## src/rtl/serial_divider_pkg.sv

```systemverilog
// serial_divider_pkg: shared funct codes, FSM states and width default for the divider
package serial_divider_pkg;
  localparam int DEF_WIDTH = 32;
  localparam logic [5:0] FN_AND  = 6'b100100;
  localparam logic [5:0] FN_OR   = 6'b100101;
  localparam logic [5:0] FN_ADD  = 6'b100000;
  localparam logic [5:0] FN_SUB  = 6'b100010;
  localparam logic [5:0] FN_SLT  = 6'b101010;
  localparam logic [5:0] FN_DIVU = 6'b011011;
  localparam logic [5:0] FN_DIV  = 6'b011010;
  typedef enum logic [1:0] {IDLE, RUN, DONE} state_t;
endpackage

```

## src/rtl/serial_divider_div_step.sv

```systemverilog
// div_step: one restoring-division iteration using a borrow subtract
module div_step #(
  parameter int WIDTH = 32
) (
  input  logic [WIDTH-1:0] rem,
  input  logic             msb,
  input  logic [WIDTH-1:0] divisor,
  output logic [WIDTH-1:0] next_rem,
  output logic             qbit
);
  logic [WIDTH:0]   sh;
  logic [WIDTH+1:0] trial;
  // shifted remainder needs WIDTH+1 bits; the extra top bit of the difference is the borrow
  assign sh       = {rem, msb};
  assign trial    = {1'b0, sh} - {2'b00, divisor};
  assign qbit     = ~trial[WIDTH+1];
  assign next_rem = qbit ? trial[WIDTH-1:0] : sh[WIDTH-1:0];
endmodule

```

## src/rtl/serial_divider.sv

```systemverilog
// serial_divider: multi-cycle restoring divider; signed DIV support under DIVIDER_SIGNED_EN
module serial_divider
  import serial_divider_pkg::*;
#(
  parameter int         WIDTH = DEF_WIDTH,
  parameter logic [5:0] DIVU  = FN_DIVU,
  parameter logic [5:0] DIV   = FN_DIV
) (
  input  logic             clk,
  input  logic             reset,
  input  logic             start,
  input  logic [5:0]       Signal,
  input  logic [WIDTH-1:0] dataA,
  input  logic [WIDTH-1:0] dataB,
  output logic             busy,
  output logic             done,
  output logic [WIDTH-1:0] quotient,
  output logic [WIDTH-1:0] remainder,
  output logic             divZero
);
  localparam int CW = $clog2(WIDTH + 1);
  state_t state, nxt;
  logic [CW-1:0] cnt;
  logic [WIDTH-1:0] rem, quo, dvs, a_mag, b_mag, nrem;
  logic acc, sgn, neg_q, neg_r, qbit;
`ifdef DIVIDER_SIGNED_EN
  assign sgn = Signal == DIV;
  assign acc = start && (Signal == DIVU || sgn);
`else
  assign sgn = 1'b0;
  assign acc = start && Signal == DIVU;
`endif
  assign a_mag = (sgn && dataA[WIDTH-1]) ? -dataA : dataA;
  assign b_mag = (sgn && dataB[WIDTH-1]) ? -dataB : dataB;
  div_step #(.WIDTH(WIDTH)) u_step (
    .rem(rem), .msb(quo[WIDTH-1]), .divisor(dvs), .next_rem(nrem), .qbit(qbit)
  );
  always_comb begin
    nxt = state == IDLE ? (acc ? (dataB == '0 ? DONE : RUN) : IDLE)
        : state == RUN  ? (cnt == CW'(WIDTH) ? DONE : RUN)
        : IDLE;
  end
  assign busy = state != IDLE;
  assign done = state == DONE;
  always_ff @(posedge clk) begin
    if (!reset) begin
      state     <= IDLE;
      cnt       <= '0;
      rem       <= '0;
      quo       <= '0;
      dvs       <= '0;
      quotient  <= '0;
      remainder <= '0;
      divZero   <= 1'b0;
      neg_q     <= 1'b0;
      neg_r     <= 1'b0;
    end else begin
      state <= nxt;
      if (state == IDLE && acc) begin
        rem     <= '0;
        quo     <= a_mag;
        dvs     <= b_mag;
        cnt     <= '0;
        divZero <= dataB == '0;
        neg_q   <= sgn && (dataA[WIDTH-1] ^ dataB[WIDTH-1]);
        neg_r   <= sgn && dataA[WIDTH-1];
        if (dataB == '0) begin
          quotient  <= '1;
          remainder <= dataA;
        end
      end else if (state == RUN) begin
        if (cnt != CW'(WIDTH)) begin
          rem <= nrem;
          quo <= {quo[WIDTH-2:0], qbit};
          cnt <= cnt + 1'b1;
        end else begin
          quotient  <= neg_q ? -quo : quo;
          remainder <= neg_r ? -rem : rem;
        end
      end
    end
  end
endmodule

```

## config.mk

```make
export PLATFORM = sky130hd
export DESIGN_NAME = serial_divider
export DESIGN_NICKNAME = d
export VERILOG_FILES = /design/src/rtl/serial_divider_pkg.sv /design/src/rtl/serial_divider_div_step.sv /design/src/rtl/serial_divider.sv
export SDC_FILE = /design/constraint.sdc
export NUM_CORES = 1
export LEC_CHECK = 0
export ABC_AREA = 1
export BUFFER_PORTS_ARGS = -buffer_cell sky130_fd_sc_hd__buf_2
export CAP_MARGIN = 20
export CORE_ASPECT_RATIO = 0.7
export CORE_MARGIN = 3
export CORE_UTILIZATION = 29
export CTS_BUF_LIST = sky130_fd_sc_hd__clkbuf_2
export DETAILED_ROUTE_END_ITERATION = 10
export HOLD_SLACK_MARGIN = 0.05
export PLACE_DENSITY = 0.45
export SYNTH_ARGS = -nofsm -noshare
export SYNTH_HDL_FRONTEND = slang
export SYNTH_SLANG_ARGS = --single-unit
```

## constraint.sdc

```tcl
create_clock -name clk -period 3.41 [get_ports clk]
set_input_delay 0.341 -clock clk [delete_from_list [all_inputs] [get_ports clk]]
set_output_delay 0.341 -clock clk [all_outputs]
set_load 0.05 [all_outputs]
```

==> key figures, run 1 <==
Clock tree
  – CTS Buf Count: 17
  – Cell chosen for the clock root: clkbuf_2
  – Number of buffers inserted by post-CTS setup repair: 0
  – Worst-skew pair later-pin latency: 0.84 ns
  – Clock edge transition at the registers on the reported setup and hold paths: 0.27 ns
  – H-tree depth reported by CTS: 4
  – Max clock buf depth: 2
  – TritonCTS Sinks: 169
  – Post-cts sizing count: 0
  – TritonCTS clock tree: done

Logic synthesis
  – Total of warnings raised by yosys: 0
  – Post-synthesis sequential area ratio: 0.343
  – Post-synth design cell area: 0.00987 mm²
  – Synth Net Count: 1610
  – Synthesized netlist cell count: 1502
  – #FFs+latches synth: 169
  – Mean post-synth cell area: 6.57 µm²
  – Distinct cells, synth: 46
  – Largest area contributor in the netlist: dfxtp_1
  – Dominant cells by area after synthesis: dfxtp_1 34%, nand2_1 15%, inv_1 9.7%
  – Area share of the largest cell type after synthesis: 0.343

Timing
  – Worst Skew: 0.0340 ns
  – Post-Route Hold Slack: 0.205 ns
  – Final period util: 0.798
  – Count of final setup violators: 0
  – Top achievable clock speed: 0.367 GHz
  – Final count of pins violating max slew: 0
  – Minimum period implied by the final worst setup slack: 2.72 ns
  – Final Hold Fails: 0
  – Setup repair after global routing missed its margin: false
  – Relative slew slack: 0.546
  – Final TNS setup: 0 ns
  – Slew @ Worst Pin: 0.680 ns

Die
  – Die height: 160 µm
  – Placeable Area: 0.0329 mm²
  – Number of top-level pins: 140
  – Std-Cell Rows: 55
  – Die Footprint: 0.0363 mm²
  – Overall die width: 227 µm
  – Starting Density: 0.300

Global routing
  – Global-route total usage across every layer: 0.190
  – Wire length of the first global-routing pass: 54000 µm
  – Via count of the first global-routing pass: 9404
  – Pin count of the biggest net entering global routing: 67
  – GR Overflow Total: 0
  – Antenna violations before repair: 2

Drt
  – Post-route ant nets: 0
  – Final Routed Wirelength: 34200 µm
  – Vias: 9985
  – Number of DRC violations after detailed-routing iteration 0: 659
  – Detailed-routing iteration count for the pre-antenna-repair pass: 8
  – Remaining design rule violation count: 0
  – Routed wirelength normalized by instance count: 16.0 µm
  – Vias per cell: 4.66

Critical path
  – Worst reg2reg startpoint: rem[7]
  – Crit. End Element: flip-flop
  – Worst setup SP type: flip-flop
  – Required time worst endpoint: 4.18 ns
  – Setup Crit Path Kind: reg -> reg
  – Setup crit start: rem[7]
  – Crit path arrival time: 3.50 ns
  – Critical-path maximum fanout: 33

Pwr
  – Overall power: 3.87 mW
  – Areal power density over the cells: 322 mW/mm²
  – Largest voltage drop on the vdd net: 0.163 mV
  – Leakage power: 6.19 nW

Hold path
  – Startpoint of the most critical hold path: Signal[2]
  – Worst min-delay path class: in -> reg

Final layout
  – Design Area, Final: 0.0120 mm²
  – Net count reported at finish: 1808
  – Layout cells sized above 1: 0.148
  – Area used by multi-input combinational logic: 0.00512 mm²
  – Layout Area Growth over Synthesis: 21.6%
  – Area occupied by registers: 0.00338 mm²
  – Count of fill cells added during filler insertion: 3667

Place
  – Detailed placer's ending HPWL: 25900 µm
  – Placer's final routability congestion estimate: 0.886
  – Placement Cell Area: 0.0109 mm²
  – Number of input and output port buffers inserted: 139

Run status
  – Outcome: finished clean

Flow run
  – Maximum Capacitance Violations: 0
path summary, 6_finish.rpt:
kind | end | slack [ns] | depth (start not counted)
max reg2reg | rem[23] | 0.69 | 14
min reg2reg | dvs[21] | 0.47 | 2
max | rem[23] | 0.69 | 14
min | state[1] | 0.20 | 6
critical path, stage by stage (launching register included):
cell and delay, ns:
dfxtp_1 0.40, ha_1 0.37, nand2_2 0.16, inv_2 0.04, nand2_1 0.05, nand2_1 0.11
inv_2 0.08, nand3_2 0.14, nand2_2 0.11, nand2_2 0.07, nand2_4 0.33, nand2_4 0.34
nand2_1 0.23, nand3_1 0.10, a21oi_1 0.13
flip-flops by register name, summed over array words and instances, names as in the netlist:
name	flops
quo	32
cnt	6
remainder	32
quotient	32
rem	32
state	2
dvs	32
divZero	1
power by group:
part	leakage, nW	internal [mW]	total, mW	switching, mW
registers	1.36	1.99	1.99	0.00416
logic	4.68	0.278	0.755	0.476
clock network	0.145	0.350	1.12	0.772
area by class of cell:
type	count	area share
Sequential cell	169	0.282
Multi-Input combinational cell	1002	0.427
Clock buffer	21	0.00876
Inverter	265	0.0831
Clock inverter	11	0.0101
Antenna cell	1	0.000208
Tap cell	427	0.0445
Timing Repair Buffer	245	0.144
kinds of logic after synthesis:
logic type,after synthesis,synth area share
xor+xnor,16,0.0142
compound gates,285,0.164
simple gates,666,0.295
buf+inv,331,0.139
flops,169,0.343
fa+ha+maj,35,0.0451
synthesized netlist by cell type, drive strengths merged:
| master | n |
|---|---|
| a31oi | 11 |
| fa | 1 |
| or2 | 2 |
| nand2 | 404 |
| o21bai | 30 |
| nor3b | 2 |
| nand4 | 13 |
| clkbuf | 35 |
| a21oi | 90 |
| o221ai | 13 |
| and3 | 1 |
| nand3b | 3 |
| nor2 | 127 |
| nor3 | 7 |
| o211ai | 7 |
| nor4 | 7 |
| buf | 31 |
| dfxtp | 169 |
| inv | 264 |
| ha | 34 |
| o21ai | 132 |
| nand3 | 95 |
| and2 | 5 |
| a211oi | 1 |
| a41oi | 1 |
| clkinv | 1 |
| xnor2 | 13 |
| xor2 | 3 |
cell usage in the layout (no fill, tap or decap), types with 7 or more instances in the layout:
cell,instances
a21oi_1,84
o211ai_1,7
nor2_1,93
o221ai_1,13
buf_4,15
inv_1,256
dfxtp_1,169
o21ai_0,98
xnor2_1,13
dlygate4sd3_1,91
nand2_1,396
buf_2,138
clkbuf_2,21
ha_1,34
o21ai_1,34
a31oi_1,11
nand3_1,87
nand4_1,12
nand3_2,8
nor4_1,7
inv_2,7
o21bai_1,30
nor2_2,31
per-layer routing:
layer  vias up  wire [µm]  GRT usage
met3        17       1800     0.0373
met4         0        225     0.0252
met5         -          0          0
met2       234      14100      0.275
li1       5145          -          -
met1      4589      18100      0.293
per-stage QoR:
| step | utilization | setup WS [ns] | std cells |
|---|---|---|---|
| floorplan | - | 1.44 | 1502 |
| global placement | 0.330 | 0.698 | 2017 |
| detailed placement | 0.330 | 0.713 | 2017 |
| CTS | 0.365 | 0.640 | 2140 |
| global route | 0.365 | 0.386 | 2141 |
| finish | 0.365 | 0.687 | 2141 |
what timing repair did:
item | 4_1_cts | 5_1_grt
hold endpoints to repair | 108 | 0
hold buffers | 91 | 0
endpoints found under the setup margin | 0 | 0
Note: power is estimated with default switching activity, not from simulation.
==> run 2, diff against run 1 <==
--- a/config.mk
+++ b/config.mk
@@ -5,7 +5,7 @@
 export SDC_FILE = /design/constraint.sdc
 export NUM_CORES = 1
 export LEC_CHECK = 0
-export ABC_AREA = 1
+export ABC_AREA = 0
 export BUFFER_PORTS_ARGS = -buffer_cell sky130_fd_sc_hd__buf_2
 export CAP_MARGIN = 20
 export CORE_ASPECT_RATIO = 0.7
@@ -14,7 +14,7 @@
 export CTS_BUF_LIST = sky130_fd_sc_hd__clkbuf_2
 export DETAILED_ROUTE_END_ITERATION = 10
 export HOLD_SLACK_MARGIN = 0.05
-export PLACE_DENSITY = 0.45
+export PLACE_DENSITY = 0.47
 export SYNTH_ARGS = -nofsm -noshare
 export SYNTH_HDL_FRONTEND = slang
 export SYNTH_SLANG_ARGS = --single-unit
==> constraint.sdc (replaced) <==
create_clock -name clk -period 2.3 [get_ports clk]
set_input_delay 0.23 -clock clk [delete_from_list [all_inputs] [get_ports clk]]
set_output_delay 0.23 -clock clk [all_outputs]
set_load 0.05 [all_outputs]
==> key figures, run 2 <==
Drt
  – Number of DRC violations after detailed-routing iteration 0: 349
  – Vias per cell: 4.89
  – Detailed-routing iteration count for the pre-antenna-repair pass: 5
  – Remaining design rule violation count: 0
  – Final Routed Wirelength: 29500 µm
  – Vias: 8844
  – Post-route ant nets: 0
  – Routed wirelength normalized by instance count: 16.4 µm

Pwr
  – Total net switching power: 1.70 mW
  – Sequential Power Share: 0.496
  – Combinational fraction of design power: 0.197
  – Switching share of total power: 0.285
  – Areal power density over the cells: 473 mW/mm²
  – Leakage power: 5.26 nW
  – Overall power: 5.95 mW
  – Largest voltage drop on the vdd net: 0.470 mV
  – Clock power share: 0.307
  – Internal power consumption: 4.26 mW

Final layout
  – Core occupancy in the finished layout: 0.444
  – Net count reported at finish: 1531
  – Design Area, Final: 0.0126 mm²
  – Count of fill cells added during filler insertion: 2892
  – Commonest non-fill, non-tap cell in the layout: nand2_1
  – Layout Area Growth over Synthesis: 48.3%
  – Leading cell types in the layout, fill and taps excluded: 211 x nand2_1, 151 x buf_4, 139 x buf_2
  – Layout cells sized above 1: 0.345
  – Cell Count, Final, Fillers Out: 1807

Logic synthesis
  – #FFs+latches synth: 169
  – Fraction of registers with async set or reset after synthesis: 0
  – Largest area contributor in the netlist: dfxtp_1
  – List of most frequent post-synthesis cells: 213 x nand2_1, 169 x dfxtp_1, 99 x nor2_1, 93 x a21oi_1, 68 x o21ai_0
  – Post-synth EDFFs: 0
  – Dominant cells by area after synthesis: dfxtp_1 40%, nand2_1 9.4%, a21oi_1 5.5%
  – Post-synthesis sequential area ratio: 0.399
  – Synth Net Count: 1204
  – Synthesized netlist cell count: 1096
  – Total of warnings raised by yosys: 0
  – Post-synth design cell area: 0.00849 mm²
  – Area share of the largest cell type after synthesis: 0.399
  – Mean post-synth cell area: 7.74 µm²
  – Post-synth top flop: dfxtp_1
  – Distinct cells, synth: 60
  – Cell with the most instances after synthesis: nand2_1

Clock tree
  – Clock edge transition at the registers on the reported setup and hold paths: 0.27 ns
  – CTS Buf Count: 17
  – TritonCTS clock tree: done
  – H-tree depth reported by CTS: 4
  – TritonCTS Sinks: 169
  – Worst-skew pair later-pin latency: 0.83 ns
  – Max clock buf depth: 2
  – Cell chosen for the clock root: clkbuf_2

Place
  – Post-Place Setup Slack: -0.612 ns
  – Placer's final routability congestion estimate: 0.851
  – Number of input and output port buffers inserted: 139
  – Placement Cell Area: 0.0108 mm²
  – Detailed placer's ending HPWL: 21400 µm
  – DP Cell Count: 1687

Global routing
  – Via count of the first global-routing pass: 8639
  – Antenna violations before repair: 0
  – Global-route total usage across every layer: 0.187
  – Wire length of the first global-routing pass: 46500 µm
  – GR Overflow Total: 0
  – Pin count of the biggest net entering global routing: 85

Die
  – Starting Density: 0.300
  – Number of top-level pins: 140
  – Std-Cell Rows: 51
  – Overall die width: 210 µm
  – Die Footprint: 0.0314 mm²
  – Die height: 149 µm
  – Placeable Area: 0.0283 mm²

Timing
  – Minimum period implied by the final worst setup slack: 2.72 ns
  – Slew @ Worst Pin: 0.980 ns
  – Final period util: 1.18
  – Final count of pins violating max slew: 0
  – Final TNS setup: -7.04 ns
  – Relative slew slack: 0.347
  – Setup repair after global routing missed its margin: true
  – Final worst-path setup slack: -0.419 ns
  – Final Hold Fails: 0
  – Count of final setup violators: 33
  – Top achievable clock speed: 0.368 GHz
  – Post-Route Hold Slack: 0.150 ns
  – Worst Skew: 0.0350 ns

Critical path
  – Required time worst endpoint: 3.07 ns
  – Critical path, cell by cell: inv_1 -> ha_1 -> buf_4 -> nand2b_4 -> a21oi_4 -> o2111ai_2 -> nand2_2 -> a211oi_4 -> nor3_2 -> o31a_1 -> or4_1 -> a31oi_1
  – Max incr delay on CP: 0.48 ns
  – Worst setup SP type: flip-flop
  – Buffers & Inverters on Critical Path: 2
  – Slowest CP cell: or4_1
  – Critical path's top delay family: compound AO/OA/AOI/OAI gates
  – Critical-path maximum fanout: 3
  – Crit path arrival time: 3.49 ns
  – Crit. End Element: flip-flop
  – Setup Crit Path Kind: reg -> reg

Run status
  – Outcome: finished, violations left
  – Failing checks: setup timing

Hold path
  – Worst min-delay path class: in -> reg

Flow run
  – Maximum Capacitance Violations: 0
==> run 2: final timing paths <==
check	from	end	slack, ns	depth (start not counted)
hold / removal	dataB[2]	dvs[2]	0.15	4
hold reg to reg	dvs[6]	dvs[6]	0.47	2
setup reg to reg	dvs[2]	rem[30]	-0.42	12
setup / recovery	dvs[2]	rem[30]	-0.42	12
==> run 2: layout make-up <==
cell class | instances | area, µm² | share of cell area
clock buffer | 17 | 85.1 | 0.00676
sequential | 169 | 3430 | 0.272
timing repair buffer | 380 | 2870 | 0.228
multi-input combinational | 817 | 5410 | 0.430
clock inverter | 14 | 180 | 0.0143
inverter | 38 | 145 | 0.0115
antenna | 1 | 2.50 | 0.000199
tap | 371 | 464 | 0.0369
==> run 2: what timing repair did <==
| action | in CTS | in global routing |
|---|---|---|
| hold endpoints to repair | 145 | 0 |
| hold buffers | 68 | 0 |
| endpoints found under the setup margin | 66 | 63 |
| gates cloned | 2 | 1 |
| setup buffers | 10 | 10 |
| gates resized for setup | 98 | 55 |
| pin swaps | 31 | 39 |
==> run 2: cell families (layout without fill, tap and decap cells) <==
kind of cell	Yosys count	in the layout	share of synthesized area
multiplexers	7	7	0.00840
AO/OA/AOI/OAI	298	298	0.224
adder cells (fa/ha/maj)	35	35	0.0525
AND/OR/NAND/NOR	447	447	0.235
buffers and inverters	110	449	0.0509
XOR/XNOR	30	30	0.0310
flip-flops	169	169	0.399
other	0	1	0
==> run 2: worst min-delay path: stages <==
cell and delay (ns):
dlygate4sd3_1 0.53, buf_2 0.13, nand2_1 0.05, a21oi_1 0.05
==> run 2: power by group through the flow <==
stage / clock network, mW / registers, mW / logic (mW)
after floorplan: 0 / 3.01 / 0.479
after global placement: 0 / 3.01 / 0.767
after detailed placement: 0 / 3.01 / 0.770
after CTS: 1.89 / 2.96 / 1.07
after global routing: 2.01 / 2.96 / 1.26
final: 1.82 / 2.95 / 1.17
==> run 2: routing by layer <==
metal / global-route usage / wire length (µm) / share of wire / vias to the layer above
met3: 0.0336 / 1060 / 0.036 / 17
met1: 0.267 / 15000 / 0.51 / 4191
met2: 0.296 / 13200 / 0.45 / 149
li1: - / - / - / 4487
met4: 0.0378 / 238 / 0.0081 / 0
met5: 0 / 0 / 0 / -
==> run 3, diff against run 2 <==
--- a/config.mk
+++ b/config.mk
@@ -14,7 +14,8 @@
 export CTS_BUF_LIST = sky130_fd_sc_hd__clkbuf_2
 export DETAILED_ROUTE_END_ITERATION = 10
 export HOLD_SLACK_MARGIN = 0.05
-export PLACE_DENSITY = 0.47
+export PLACE_DENSITY = 0.46
+export REMOVE_ABC_BUFFERS = 1
 export SYNTH_ARGS = -nofsm -noshare
 export SYNTH_HDL_FRONTEND = slang
 export SYNTH_SLANG_ARGS = --single-unit
==> constraint.sdc (replaced) <==
create_clock -name clk -period 2.76 [get_ports clk]
set_input_delay 0.276 -clock clk [delete_from_list [all_inputs] [get_ports clk]]
set_output_delay 0.276 -clock clk [all_outputs]
set_load 0.05 [all_outputs]
==> key figures, run 3 (synthesized netlist as in run 2, its figures left out) <==
Global routing
  – Antenna violations before repair: 1
  – Global-route total usage across every layer: 0.194
  – Wire length of the first global-routing pass: 48000 µm
  – GR Overflow Total: 0
  – Via count of the first global-routing pass: 8290
  – Pin count of the biggest net entering global routing: 85

Drt
  – Vias per cell: 4.96
  – Routed wirelength normalized by instance count: 17.4 µm
  – Post-route ant nets: 0
  – Detailed-routing iteration count for the pre-antenna-repair pass: 5
  – Number of DRC violations after detailed-routing iteration 0: 524
  – Vias: 8773
  – Final Routed Wirelength: 30800 µm
  – Remaining design rule violation count: 0

Clock tree
  – H-tree depth reported by CTS: 4
  – TritonCTS Sinks: 169
  – CTS Buf Count: 17
  – Max clock buf depth: 2
  – TritonCTS clock tree: done
  – Cell chosen for the clock root: clkbuf_2
  – Worst-skew pair later-pin latency: 0.81 ns
  – Clock edge transition at the registers on the reported setup and hold paths: 0.28 ns

Timing
  – Worst Skew: 0.0484 ns
  – Final Hold Fails: 0
  – Slew @ Worst Pin: 0.997 ns
  – Relative slew slack: 0.336
  – Final period util: 1.01
  – Final TNS setup: -0.0750 ns
  – Final worst-path setup slack: -0.0359 ns
  – Top achievable clock speed: 0.358 GHz
  – Final count of pins violating max slew: 0
  – Count of final setup violators: 3
  – Minimum period implied by the final worst setup slack: 2.80 ns
  – Setup repair after global routing missed its margin: true

Run status
  – Failing checks: setup timing
  – Outcome: finished, violations left

Pwr
  – Clock power share: 0.309
  – Areal power density over the cells: 411 mW/mm²
  – Combinational fraction of design power: 0.188
  – Leakage power: 4.96 nW
  – Switching share of total power: 0.293
  – Overall power: 4.89 mW
  – Largest voltage drop on the vdd net: 0.258 mV
  – Internal power consumption: 3.46 mW
  – Total net switching power: 1.43 mW
  – Sequential Power Share: 0.503

Hold path
  – Worst min-delay path class: in -> reg
  – Hold Path Stages: 6
  – Startpoint of the most critical hold path: Signal[4]

Critical path
  – Crit path arrival time: 3.53 ns
  – Required time worst endpoint: 3.49 ns
  – Critical path, cell by cell: ha_1 -> and3_1 -> nor2b_1 -> a211oi_2 -> nand2_2 -> a211oi_4 -> nor3_2 -> o31a_1 -> or4_1 -> a31oi_1
  – Slowest CP cell: or4_1
  – Buffers & Inverters on Critical Path: 0
  – Path depth of the worst reg2reg path: 10
  – Worst reg2reg startpoint: rem[9]
  – Max incr delay on CP: 0.50 ns
  – Setup crit start: rem[9]
  – Crit. End Element: flip-flop
  – Worst path depth: 10
  – Critical path's top delay family: simple AND/OR/NAND/NOR gates
  – Critical-path maximum fanout: 4
  – Setup Crit Path Kind: reg -> reg
  – Worst setup SP type: flip-flop

Final layout
  – Design Area, Final: 0.0119 mm²
  – Commonest non-fill, non-tap cell in the layout: nand2_1
  – Cell Count, Final, Fillers Out: 1769
  – Layout Area Growth over Synthesis: 40.4%
  – Leading cell types in the layout, fill and taps excluded: 211 x nand2_1, 144 x dfxtp_1, 139 x buf_2
  – Layout cells sized above 1: 0.283
  – Net count reported at finish: 1493

Flow run
  – Maximum Capacitance Violations: 0

Die
  – Die Footprint: 0.0314 mm²
  – Overall die width: 210 µm
  – Number of top-level pins: 140
  – Starting Density: 0.300
  – Die height: 149 µm
  – Std-Cell Rows: 51
  – Placeable Area: 0.0283 mm²

Place
  – Placer's final routability congestion estimate: 0.901
  – Post-Place Setup Slack: -0.303 ns
  – DP Cell Count: 1646
  – Placement Cell Area: 0.0103 mm²
  – Detailed placer's ending HPWL: 21600 µm
  – Number of input and output port buffers inserted: 139
run 3: cell count changes in the layout (fill, tap and decap cells not counted), moves of 5 or more:
cell and delta:
dfxtp_2 -9, buf_4 -38, a21oi_2 -7, dlygate4sd3_1 +8
buf_6 -5, dfxtp_1 +7, nor2_4 -7, ha_1 +11
ha_4 -11, a21oi_1 +9, nor2_1 +11, o21ai_0 +6
run 3: path summary, 6_finish.rpt:
check / to / slack [ns]
min reg2reg: dvs[7] / 0.47
min: dvs[28] / 0.12
max: rem[30] / -0.04
max reg2reg: rem[30] / -0.04
run 3: worst register-to-register path, cell delays in order (launching register included):
cell,delay [ns]
dfxtp_2,0.41
ha_1,0.31
and3_1,0.25
nor2b_1,0.16
a211oi_2,0.21
nand2_2,0.13
a211oi_4,0.28
nor3_2,0.08
o31a_1,0.23
or4_1,0.50
a31oi_1,0.17
run 3: layout make-up:
type / count / area, µm²
diodes: 1 / 2.50
clock buffers: 18 / 90.1
clock inverters: 13 / 169
fillers: 2938 / 16400
inverters: 38 / 146
multi-input cells: 817 / 5050
flip-flops and latches: 169 / 3420
well taps: 371 / 464
repair buffers: 342 / 2580
run 3: timing repair:
action | CTS | global route
hold buffers | 76 | 0
gates resized for setup | 65 | 37
pin swaps | 17 | 22
buffers inserted | 10 | 2
setup endpoints to repair | 29 | 30
cloned | 2 | 2
endpoints found under the hold margin | 142 | 0
run 3: per-stage QoR:
stage	hold WS (ns)	util
detailed placement	0.448	0.363
finish	0.117	0.421
floorplan	0.398	-
global placement	0.443	0.363
global route	0.0834	0.421
CTS	0.0504	0.414
run 3: layer usage:
| metal | vias to the layer above | share of wire | GRT usage | wire length (µm) |
|---|---|---|---|---|
| met5 | - | 0 | 0 | 0 |
| met1 | 4144 | 0.55 | 0.311 | 16900 |
| met3 | 9 | 0.050 | 0.0366 | 1540 |
| li1 | 4419 | - | - | - |
| met4 | 0 | 0.0060 | 0.0328 | 185 |
| met2 | 201 | 0.39 | 0.269 | 12100 |
run 3: power by group through the flow:
stage | sequential, mW | combinational (mW) | clock [mW]
after CTS | 2.46 | 0.829 | 1.55
final | 2.46 | 0.921 | 1.51
after global routing | 2.47 | 0.985 | 1.65
after floorplan | 2.51 | 0.325 | 0
after detailed placement | 2.51 | 0.580 | 0
after global placement | 2.51 | 0.581 | 0
